**src/rtl/mem_port_arbiter_if.sv**
```systemverilog
// Request, response and slow-RAM device signals shared by the two-port memory arbiter.
// The slave modport is the arbiter's view. The master modport is the requester/device side.
interface mem_port_arbiter_if #(
  parameter int ADDR_WIDTH = 32,
  parameter int DATA_WIDTH = 32
);
  logic                  r0_valid;
  logic [ADDR_WIDTH-1:0] r0_addr;
  logic                  r0_ready;
  logic                  r0_done;
  logic                  r0_err;
  logic [DATA_WIDTH-1:0] r0_rdata;

  logic                  r1_valid;
  logic                  r1_we;
  logic [ADDR_WIDTH-1:0] r1_addr;
  logic [DATA_WIDTH-1:0] r1_wdata;
  logic                  r1_ready;
  logic                  r1_done;
  logic                  r1_err;
  logic [DATA_WIDTH-1:0] r1_rdata;

  logic                  m_read_addr_valid;
  logic [ADDR_WIDTH-1:0] m_read_addr;
  logic                  m_write_addr_valid;
  logic [ADDR_WIDTH-1:0] m_write_addr;
  logic [DATA_WIDTH-1:0] m_write_data;
  logic                  m_addr_ready;
  logic                  m_done;
  logic [DATA_WIDTH-1:0] m_read_data;

  modport slave (
    input  r0_valid, r0_addr,
    input  r1_valid, r1_we, r1_addr, r1_wdata,
    input  m_addr_ready, m_done, m_read_data,
    output r0_ready, r0_done, r0_err, r0_rdata,
    output r1_ready, r1_done, r1_err, r1_rdata,
    output m_read_addr_valid, m_read_addr,
    output m_write_addr_valid, m_write_addr, m_write_data
  );

  modport master (
    output r0_valid, r0_addr,
    output r1_valid, r1_we, r1_addr, r1_wdata,
    output m_addr_ready, m_done, m_read_data,
    input  r0_ready, r0_done, r0_err, r0_rdata,
    input  r1_ready, r1_done, r1_err, r1_rdata,
    input  m_read_addr_valid, m_read_addr,
    input  m_write_addr_valid, m_write_addr, m_write_data
  );
endinterface

```
**src/rtl/mem_port_arbiter.sv**
```systemverilog
// Round-robin arbiter that shares the slow RAM command port between a fetch port (0) and a data port (1).
// It runs one transaction at a time and adds an optional completion timeout.
module mem_port_arbiter #(
  parameter int ADDR_WIDTH = 32,
  parameter int DATA_WIDTH = 32,
  parameter int TIMEOUT    = 64
) (
  input  logic              clk,
  input  logic              rst_n,
  mem_port_arbiter_if.slave bus
);
  localparam int               CNT_W    = (TIMEOUT > 0) ? $clog2(TIMEOUT + 1) : 1;
  localparam bit               TO_EN    = (TIMEOUT > 0);
  localparam logic [CNT_W-1:0] CNT_LAST = CNT_W'((TIMEOUT > 0) ? (TIMEOUT - 1) : 0);
  localparam logic [CNT_W-1:0] CNT_MAX  = {CNT_W{1'b1}};
  localparam logic [CNT_W-1:0] CNT_ONE  = CNT_W'(1);

  typedef enum logic [1:0] {
    ST_IDLE  = 2'd0,
    ST_ISSUE = 2'd1,
    ST_WAIT  = 2'd2
  } state_e;

  state_e                state_r;
  state_e                state_s;
  logic                  take_s;
  logic                  gid_s;
  logic                  accept_s;
  logic                  fin_ok_s;
  logic                  fin_to_s;
  logic                  r0_ready_s;
  logic                  r1_ready_s;

  logic                  last_grant_r;
  logic                  gid_r;
  logic [ADDR_WIDTH-1:0] addr_r;
  logic [DATA_WIDTH-1:0] wdata_r;
  logic                  rd_vld_r;
  logic                  wr_vld_r;
  logic [CNT_W-1:0]      cnt_r;
  logic                  r0_done_r;
  logic                  r1_done_r;
  logic                  r0_err_r;
  logic                  r1_err_r;
  logic [DATA_WIDTH-1:0] r0_rdata_r;
  logic [DATA_WIDTH-1:0] r1_rdata_r;

  // State register
  always_ff @(posedge clk or negedge rst_n) begin
    if (!rst_n) begin
      state_r <= ST_IDLE;
    end else begin
      state_r <= state_s;
    end
  end

  // Next-state, grant and completion decode
  always_comb begin
    state_s    = state_r;
    take_s     = 1'b0;
    gid_s      = 1'b0;
    accept_s   = 1'b0;
    fin_ok_s   = 1'b0;
    fin_to_s   = 1'b0;
    r0_ready_s = 1'b0;
    r1_ready_s = 1'b0;
    case (state_r)
      ST_IDLE: begin
        if (bus.r0_valid || bus.r1_valid) begin
          take_s     = 1'b1;
          // On a tie, the port that was not granted last time wins.
          gid_s      = bus.r1_valid && (!bus.r0_valid || !last_grant_r);
          r0_ready_s = !gid_s;
          r1_ready_s = gid_s;
          state_s    = ST_ISSUE;
        end else begin
          state_s = ST_IDLE;
        end
      end
      ST_ISSUE: begin
        if (bus.m_addr_ready) begin
          accept_s = 1'b1;
          state_s  = ST_WAIT;
        end else begin
          state_s = ST_ISSUE;
        end
      end
      ST_WAIT: begin
        if (bus.m_done) begin
          fin_ok_s = 1'b1;
          state_s  = ST_IDLE;
        end else if (TO_EN && (cnt_r == CNT_LAST)) begin
          fin_to_s = 1'b1;
          state_s  = ST_IDLE;
        end else begin
          state_s = ST_WAIT;
        end
      end
      default: begin
        state_s = ST_IDLE;
      end
    endcase
  end

  // Latched command and device-side valids
  always_ff @(posedge clk or negedge rst_n) begin
    if (!rst_n) begin
      last_grant_r <= 1'b1;
      gid_r        <= 1'b0;
      addr_r       <= '0;
      wdata_r      <= '0;
      rd_vld_r     <= 1'b0;
      wr_vld_r     <= 1'b0;
    end else if (take_s) begin
      last_grant_r <= gid_s;
      gid_r        <= gid_s;
      addr_r       <= gid_s ? bus.r1_addr : bus.r0_addr;
      wdata_r      <= gid_s ? bus.r1_wdata : '0;
      rd_vld_r     <= !(gid_s && bus.r1_we);
      wr_vld_r     <= gid_s && bus.r1_we;
    end else if (accept_s) begin
      rd_vld_r <= 1'b0;
      wr_vld_r <= 1'b0;
    end else begin
      rd_vld_r <= rd_vld_r;
      wr_vld_r <= wr_vld_r;
    end
  end

  // Saturating WAIT-cycle counter, cleared when the device accepts
  always_ff @(posedge clk or negedge rst_n) begin
    if (!rst_n) begin
      cnt_r <= '0;
    end else if (accept_s) begin
      cnt_r <= '0;
    end else if ((state_r == ST_WAIT) && (cnt_r != CNT_MAX)) begin
      cnt_r <= cnt_r + CNT_ONE;
    end else begin
      cnt_r <= cnt_r;
    end
  end

  // Completion pulses and per-port read data
  always_ff @(posedge clk or negedge rst_n) begin
    if (!rst_n) begin
      r0_done_r  <= 1'b0;
      r1_done_r  <= 1'b0;
      r0_err_r   <= 1'b0;
      r1_err_r   <= 1'b0;
      r0_rdata_r <= '0;
      r1_rdata_r <= '0;
    end else begin
      r0_done_r <= (fin_ok_s || fin_to_s) && !gid_r;
      r1_done_r <= (fin_ok_s || fin_to_s) && gid_r;
      r0_err_r  <= fin_to_s && !gid_r;
      r1_err_r  <= fin_to_s && gid_r;
      if ((fin_ok_s || fin_to_s) && !gid_r) begin
        r0_rdata_r <= fin_ok_s ? bus.m_read_data : '0;
      end else begin
        r0_rdata_r <= r0_rdata_r;
      end
      if ((fin_ok_s || fin_to_s) && gid_r) begin
        r1_rdata_r <= fin_ok_s ? bus.m_read_data : '0;
      end else begin
        r1_rdata_r <= r1_rdata_r;
      end
    end
  end

  assign bus.r0_ready           = r0_ready_s;
  assign bus.r1_ready           = r1_ready_s;
  assign bus.r0_done            = r0_done_r;
  assign bus.r1_done            = r1_done_r;
  assign bus.r0_err             = r0_err_r;
  assign bus.r1_err             = r1_err_r;
  assign bus.r0_rdata           = r0_rdata_r;
  assign bus.r1_rdata           = r1_rdata_r;
  assign bus.m_read_addr_valid  = rd_vld_r;
  assign bus.m_write_addr_valid = wr_vld_r;
  assign bus.m_read_addr        = addr_r;
  assign bus.m_write_addr       = addr_r;
  assign bus.m_write_data       = wdata_r;
endmodule

```
**src/flat_wrapper.sv**
```systemverilog
// flat-port wrapper written by rule: the top's interface ports become plain ports
module mem_port_arbiter_flat 
#(
  parameter int ADDR_WIDTH = 32,
  parameter int DATA_WIDTH = 32,
  parameter int TIMEOUT    = 64
)
  (clk, rst_n, bus_r0_valid, bus_r0_addr, bus_r1_valid, bus_r1_we, bus_r1_addr, bus_r1_wdata, bus_m_addr_ready, bus_m_done, bus_m_read_data, bus_r0_ready, bus_r0_done, bus_r0_err, bus_r0_rdata, bus_r1_ready, bus_r1_done, bus_r1_err, bus_r1_rdata, bus_m_read_addr_valid, bus_m_read_addr, bus_m_write_addr_valid, bus_m_write_addr, bus_m_write_data);
  mem_port_arbiter_if #(.ADDR_WIDTH(ADDR_WIDTH), .DATA_WIDTH(DATA_WIDTH)) bus_i ();
  input  logic clk;
  input  logic rst_n;
  input wire logic [$bits(bus_i.r0_valid)-1:0] bus_r0_valid;
  input wire logic [$bits(bus_i.r0_addr)-1:0] bus_r0_addr;
  input wire logic [$bits(bus_i.r1_valid)-1:0] bus_r1_valid;
  input wire logic [$bits(bus_i.r1_we)-1:0] bus_r1_we;
  input wire logic [$bits(bus_i.r1_addr)-1:0] bus_r1_addr;
  input wire logic [$bits(bus_i.r1_wdata)-1:0] bus_r1_wdata;
  input wire logic [$bits(bus_i.m_addr_ready)-1:0] bus_m_addr_ready;
  input wire logic [$bits(bus_i.m_done)-1:0] bus_m_done;
  input wire logic [$bits(bus_i.m_read_data)-1:0] bus_m_read_data;
  output wire logic [$bits(bus_i.r0_ready)-1:0] bus_r0_ready;
  output wire logic [$bits(bus_i.r0_done)-1:0] bus_r0_done;
  output wire logic [$bits(bus_i.r0_err)-1:0] bus_r0_err;
  output wire logic [$bits(bus_i.r0_rdata)-1:0] bus_r0_rdata;
  output wire logic [$bits(bus_i.r1_ready)-1:0] bus_r1_ready;
  output wire logic [$bits(bus_i.r1_done)-1:0] bus_r1_done;
  output wire logic [$bits(bus_i.r1_err)-1:0] bus_r1_err;
  output wire logic [$bits(bus_i.r1_rdata)-1:0] bus_r1_rdata;
  output wire logic [$bits(bus_i.m_read_addr_valid)-1:0] bus_m_read_addr_valid;
  output wire logic [$bits(bus_i.m_read_addr)-1:0] bus_m_read_addr;
  output wire logic [$bits(bus_i.m_write_addr_valid)-1:0] bus_m_write_addr_valid;
  output wire logic [$bits(bus_i.m_write_addr)-1:0] bus_m_write_addr;
  output wire logic [$bits(bus_i.m_write_data)-1:0] bus_m_write_data;
  assign bus_i.r0_valid = bus_r0_valid;
  assign bus_i.r0_addr = bus_r0_addr;
  assign bus_i.r1_valid = bus_r1_valid;
  assign bus_i.r1_we = bus_r1_we;
  assign bus_i.r1_addr = bus_r1_addr;
  assign bus_i.r1_wdata = bus_r1_wdata;
  assign bus_i.m_addr_ready = bus_m_addr_ready;
  assign bus_i.m_done = bus_m_done;
  assign bus_i.m_read_data = bus_m_read_data;
  assign bus_r0_ready = bus_i.r0_ready;
  assign bus_r0_done = bus_i.r0_done;
  assign bus_r0_err = bus_i.r0_err;
  assign bus_r0_rdata = bus_i.r0_rdata;
  assign bus_r1_ready = bus_i.r1_ready;
  assign bus_r1_done = bus_i.r1_done;
  assign bus_r1_err = bus_i.r1_err;
  assign bus_r1_rdata = bus_i.r1_rdata;
  assign bus_m_read_addr_valid = bus_i.m_read_addr_valid;
  assign bus_m_read_addr = bus_i.m_read_addr;
  assign bus_m_write_addr_valid = bus_i.m_write_addr_valid;
  assign bus_m_write_addr = bus_i.m_write_addr;
  assign bus_m_write_data = bus_i.m_write_data;
  mem_port_arbiter #(.ADDR_WIDTH(ADDR_WIDTH), .DATA_WIDTH(DATA_WIDTH), .TIMEOUT(TIMEOUT)) u_core (.clk(clk), .rst_n(rst_n), .bus(bus_i));
endmodule
```
**config.mk**
```make
export PLATFORM = sky130hd
export DESIGN_NAME = mem_port_arbiter_flat
export DESIGN_NICKNAME = d
export VERILOG_FILES = /design/src/rtl/mem_port_arbiter_if.sv /design/src/rtl/mem_port_arbiter.sv /design/src/flat_wrapper.sv
export SDC_FILE = /design/constraint.sdc
export NUM_CORES = 1
export LEC_CHECK = 0
export ABC_CLOCK_PERIOD_IN_PS = 4200
export BUFFER_PORTS_ARGS = -buffer_cell sky130_fd_sc_hd__buf_2
export CAP_MARGIN = 10
export CORE_AREA = 3 3 117 119
export CTS_BUF_LIST = sky130_fd_sc_hd__clkbuf_16
export CTS_CLUSTER_SIZE = 20
export DETAILED_ROUTE_END_ITERATION = 16
export DIE_AREA = 0 0 120 122
export PLACE_DENSITY = 0.8
export REMOVE_ABC_BUFFERS = 1
export SLEW_MARGIN = 20
export SYNTH_ARGS = -nofsm -noshare
export SYNTH_HDL_FRONTEND = slang
export SYNTH_SLANG_ARGS = --single-unit
```
**constraint.sdc**
```tcl
create_clock -name clk -period 4.2 [get_ports clk]
set_input_delay 0.21 -clock clk [delete_from_list [all_inputs] [get_ports clk]]
set_output_delay 0.21 -clock clk [all_outputs]
set_load 0.1 [all_outputs]
```
==> results.md <==
- Sink Count: 145
- Routability cong.: 0.886
- Area leader, netlist: dfrtp_1
- Max-cap violations: 0
- Post-synthesis mux area share: 0.00171
- Worst Path Required: 3.99 ns
- GRT Util Overall: 0.238
- First-pass GRT wire length: 27200 um
- Critical path arrival: 2.77 ns
- Xor-xnor portion of the synthesized cell area: 0
- CP Class: flip-flop to output port
- Tmin final: 2.98 ns
- Status: finished, final reports clean
- DP HPWL: 12600 um
- Vias in the first global route: 5153
- Max Slew Vio Count: 0
- Port-buffer cells: 302
- Netlist cell types: 37
- FP Rows: 41
- Clk Tree Root Cell: clkbuf_16
- Mapped Area: 5840 um2
- Grt ovf: 0
- CP Launch Type: flip-flop
- Syn avg cell area: 11.8 um2
- Post-place instance area: 7210 um2
- Die area: 14600 um2
- Worst slew pin tran: 0.926 ns
- Worst-path maximum fanout: 31
- CP endpoint kind: output port
- Max Fclk: 335 MHz
- Antenna-violating nets left: 0
- Largest net degree at the start of global routing: 74
- DR iter-0 viols: 541
- CTS clk-pin slew, worst paths: 0.06 ns
- Post-Syn Instances: 496
- # nets final: 905
- CTS tree: done
- Core area: 12700 um2
- Compound-Gate Fraction of Synth Area: 0.222
- Synthesis-to-finish area growth: 35.8%
- Fin Setup TNS: 0 ns
- Synth top area share: 0.617
- Via density: 5.40
- DRC viols: 0
- Inst Count DP: 910
- Final setup viols: 0
- Io pins: 303
- Worst Clk Skew: 0.0118 ns
- Flops & latches, synth: 145
- Skew-Pair Late Insertion Delay: 0.42 ns
- Die width: 120 um
- Area share of and/or/nand/nor cells after synthesis: 0.0748
- Tcrit/Tclk final: 0.710
- Normalized max-slew margin: 0.380
- RSZ-0062 raised after global routing: false
- Yosys warns: 0
- Worst Hold Class: primary input to flip-flop
- Initial antenna violation count: 1
- Starting Density: 0.461
- Post-CTS sizing: 0
- Largest family of logic cells by synthesized area: compound AO/OA/AOI/OAI gates
- Wire per inst: 18.7 um
- Non-filler cells in the finished layout: 955
- Adder-cell share of the synthesized area: 0.00214
- Synth top area cells: dfrtp_1 62%, a22o_1 14%, a21oi_1 4.1%
- Post-Route WL: 17900 um
- Final hold violation count: 0
- H-tree depth: 4
- Cell area after layout: 7930 um2
- Via count: 5160
- Clock buffer depth: 2
- Drt first pass iters: 6
- Hold Worst Slack: 0.0162 ns
- TritonCTS buffer count: 17
- Sequential fraction of the synthesis area: 0.622
- Die height: 122 um
- Layout cells sized above 1: 0.449
-- Yosys cell counts --
| library cell | instances |
|---|---|
| dfrtp_1 | 144 |
| o31ai_1 | 3 |
| o211ai_4 | 1 |
| and3_2 | 1 |
| nand3_1 | 3 |
| buf_6 | 6 |
| nand2_1 | 40 |
| o21ai_1 | 1 |
| nor2_1 | 40 |
| nand4_1 | 2 |
| and2_1 | 1 |
| inv_2 | 1 |
| a21oi_1 | 48 |
| or2_0 | 1 |
| clkbuf_1 | 16 |
| nor4b_4 | 1 |
| ha_1 | 1 |
| o311ai_0 | 1 |
| o21a_1 | 1 |
| a22o_2 | 2 |
| and3b_2 | 1 |
| mux2i_1 | 1 |
| and2b_1 | 1 |
| buf_2 | 13 |
| nand2_2 | 1 |
| and3_1 | 2 |
| o21ai_0 | 23 |
| nor3_1 | 2 |
| nand2b_1 | 3 |
| dfstp_2 | 1 |
| a22o_1 | 94 |
| a31oi_1 | 1 |
| buf_4 | 32 |
| a32o_1 | 1 |
| o21ai_2 | 1 |
| inv_1 | 4 |
| o211ai_1 | 1 |
-- final timing paths --
kind / depth (start not counted) / slack, ns / end / startpoint
min in group asynchronous: 2 / 0.42 / u_core.bus.r0_rdata[21]$_DFFE_PN0P_ / rst_n
worst max register to register: 6 / 1.53 / u_core.bus.m_read_addr[19]$_DFFE_PN0P_ / u_core.state_r[1]$_DFF_PN0_
worst min-delay path: 2 / 0.02 / u_core.state_r[0]$_DFF_PN0_ / bus_m_addr_ready
max in group asynchronous: 3 / 2.79 / u_core.bus.r0_rdata[27]$_DFFE_PN0P_ / rst_n
worst max-delay path: 4 / 1.22 / bus_r1_ready / u_core.state_r[1]$_DFF_PN0_
worst min register to register: 2 / 0.47 / u_core.last_grant_r$_DFFE_PN1P_ / u_core.last_grant_r$_DFFE_PN1P_
-- logic make-up after synthesis --
family                     after synthesis
buffers and inverters                   72
AOI/OAI and AO/OA                      178
and+or+nand+nor                         99
muxes                                    1
adders and majority gates                1
DFF                                    145
-- timing repair --
action | CTS | global route
hold buffers | 12 | 0
setup buffers | 0 | 0
hold endpoints to repair | 81 | 0
-- sequential cells by signal, summed over array words and instances, names as in the netlist, 2 cells and up --
name	flops
u_core.state_r	2
u_core.bus.r0_rdata	32
u_core.bus.r1_rdata	32
u_core.bus.m_read_addr	32
u_core.bus.m_write_data	32
u_core.cnt_r	7
-- cell type report --
type                    count  area (um2)
inverters                   5        18.8
fillers                   993        4750
well taps                 172         215
diodes                      1        2.50
repair buffers            321        1690
clock inverters            15         166
multi-input cells         279        1780
flip-flops and latches    145        3630
clock buffers              17         425
-- critical path, stage by stage, from the launching register on --
cell and delay [ns]:
dfrtp_1 0.39, nor2_1 0.29, nand3_1 0.53, inv_2 0.62, buf_2 0.53
-- layer usage --
metal	GRT usage	routed length, um	up-vias
met4	0.121	510	2
met1	0.286	6690	2552
met5	0	9	-
li1	-	-	2298
met2	0.401	9350	264
met3	0.0590	1290	44
-- metrics by stage --
stage | util | worst slack [ns]
after floorplan | - | 1.24
after global placement | 0.568 | 1.64
after detailed placement | 0.569 | 1.51
after CTS | 0.625 | 1.14
after global routing | 0.625 | 0.972
final | 0.625 | 1.22
-- layout by cell type (no fill, tap or decap), types with 2 or more instances in the layout --
cell	instances
clkinv_1	3
bufinv_16	3
inv_6	2
a22o_2	2
clkinv_2	3
buf_4	7
a21oi_1	48
o21ai_0	23
clkinvlp_4	2
buf_2	301
nor3_1	2
o31ai_1	3
dfrtp_1	144
clkbuf_16	17
nor2_1	40
o21ai_4	2
nand2_1	40
a22o_1	94
and3_2	2
nand3_1	3
nand2b_1	3
nand4_1	2
dlygate4sd3_1	12
inv_1	4
clkinv_4	2
Power is not shown: default switching activity piles up to over one toggle a cycle in this logic, so the estimate is an artifact.
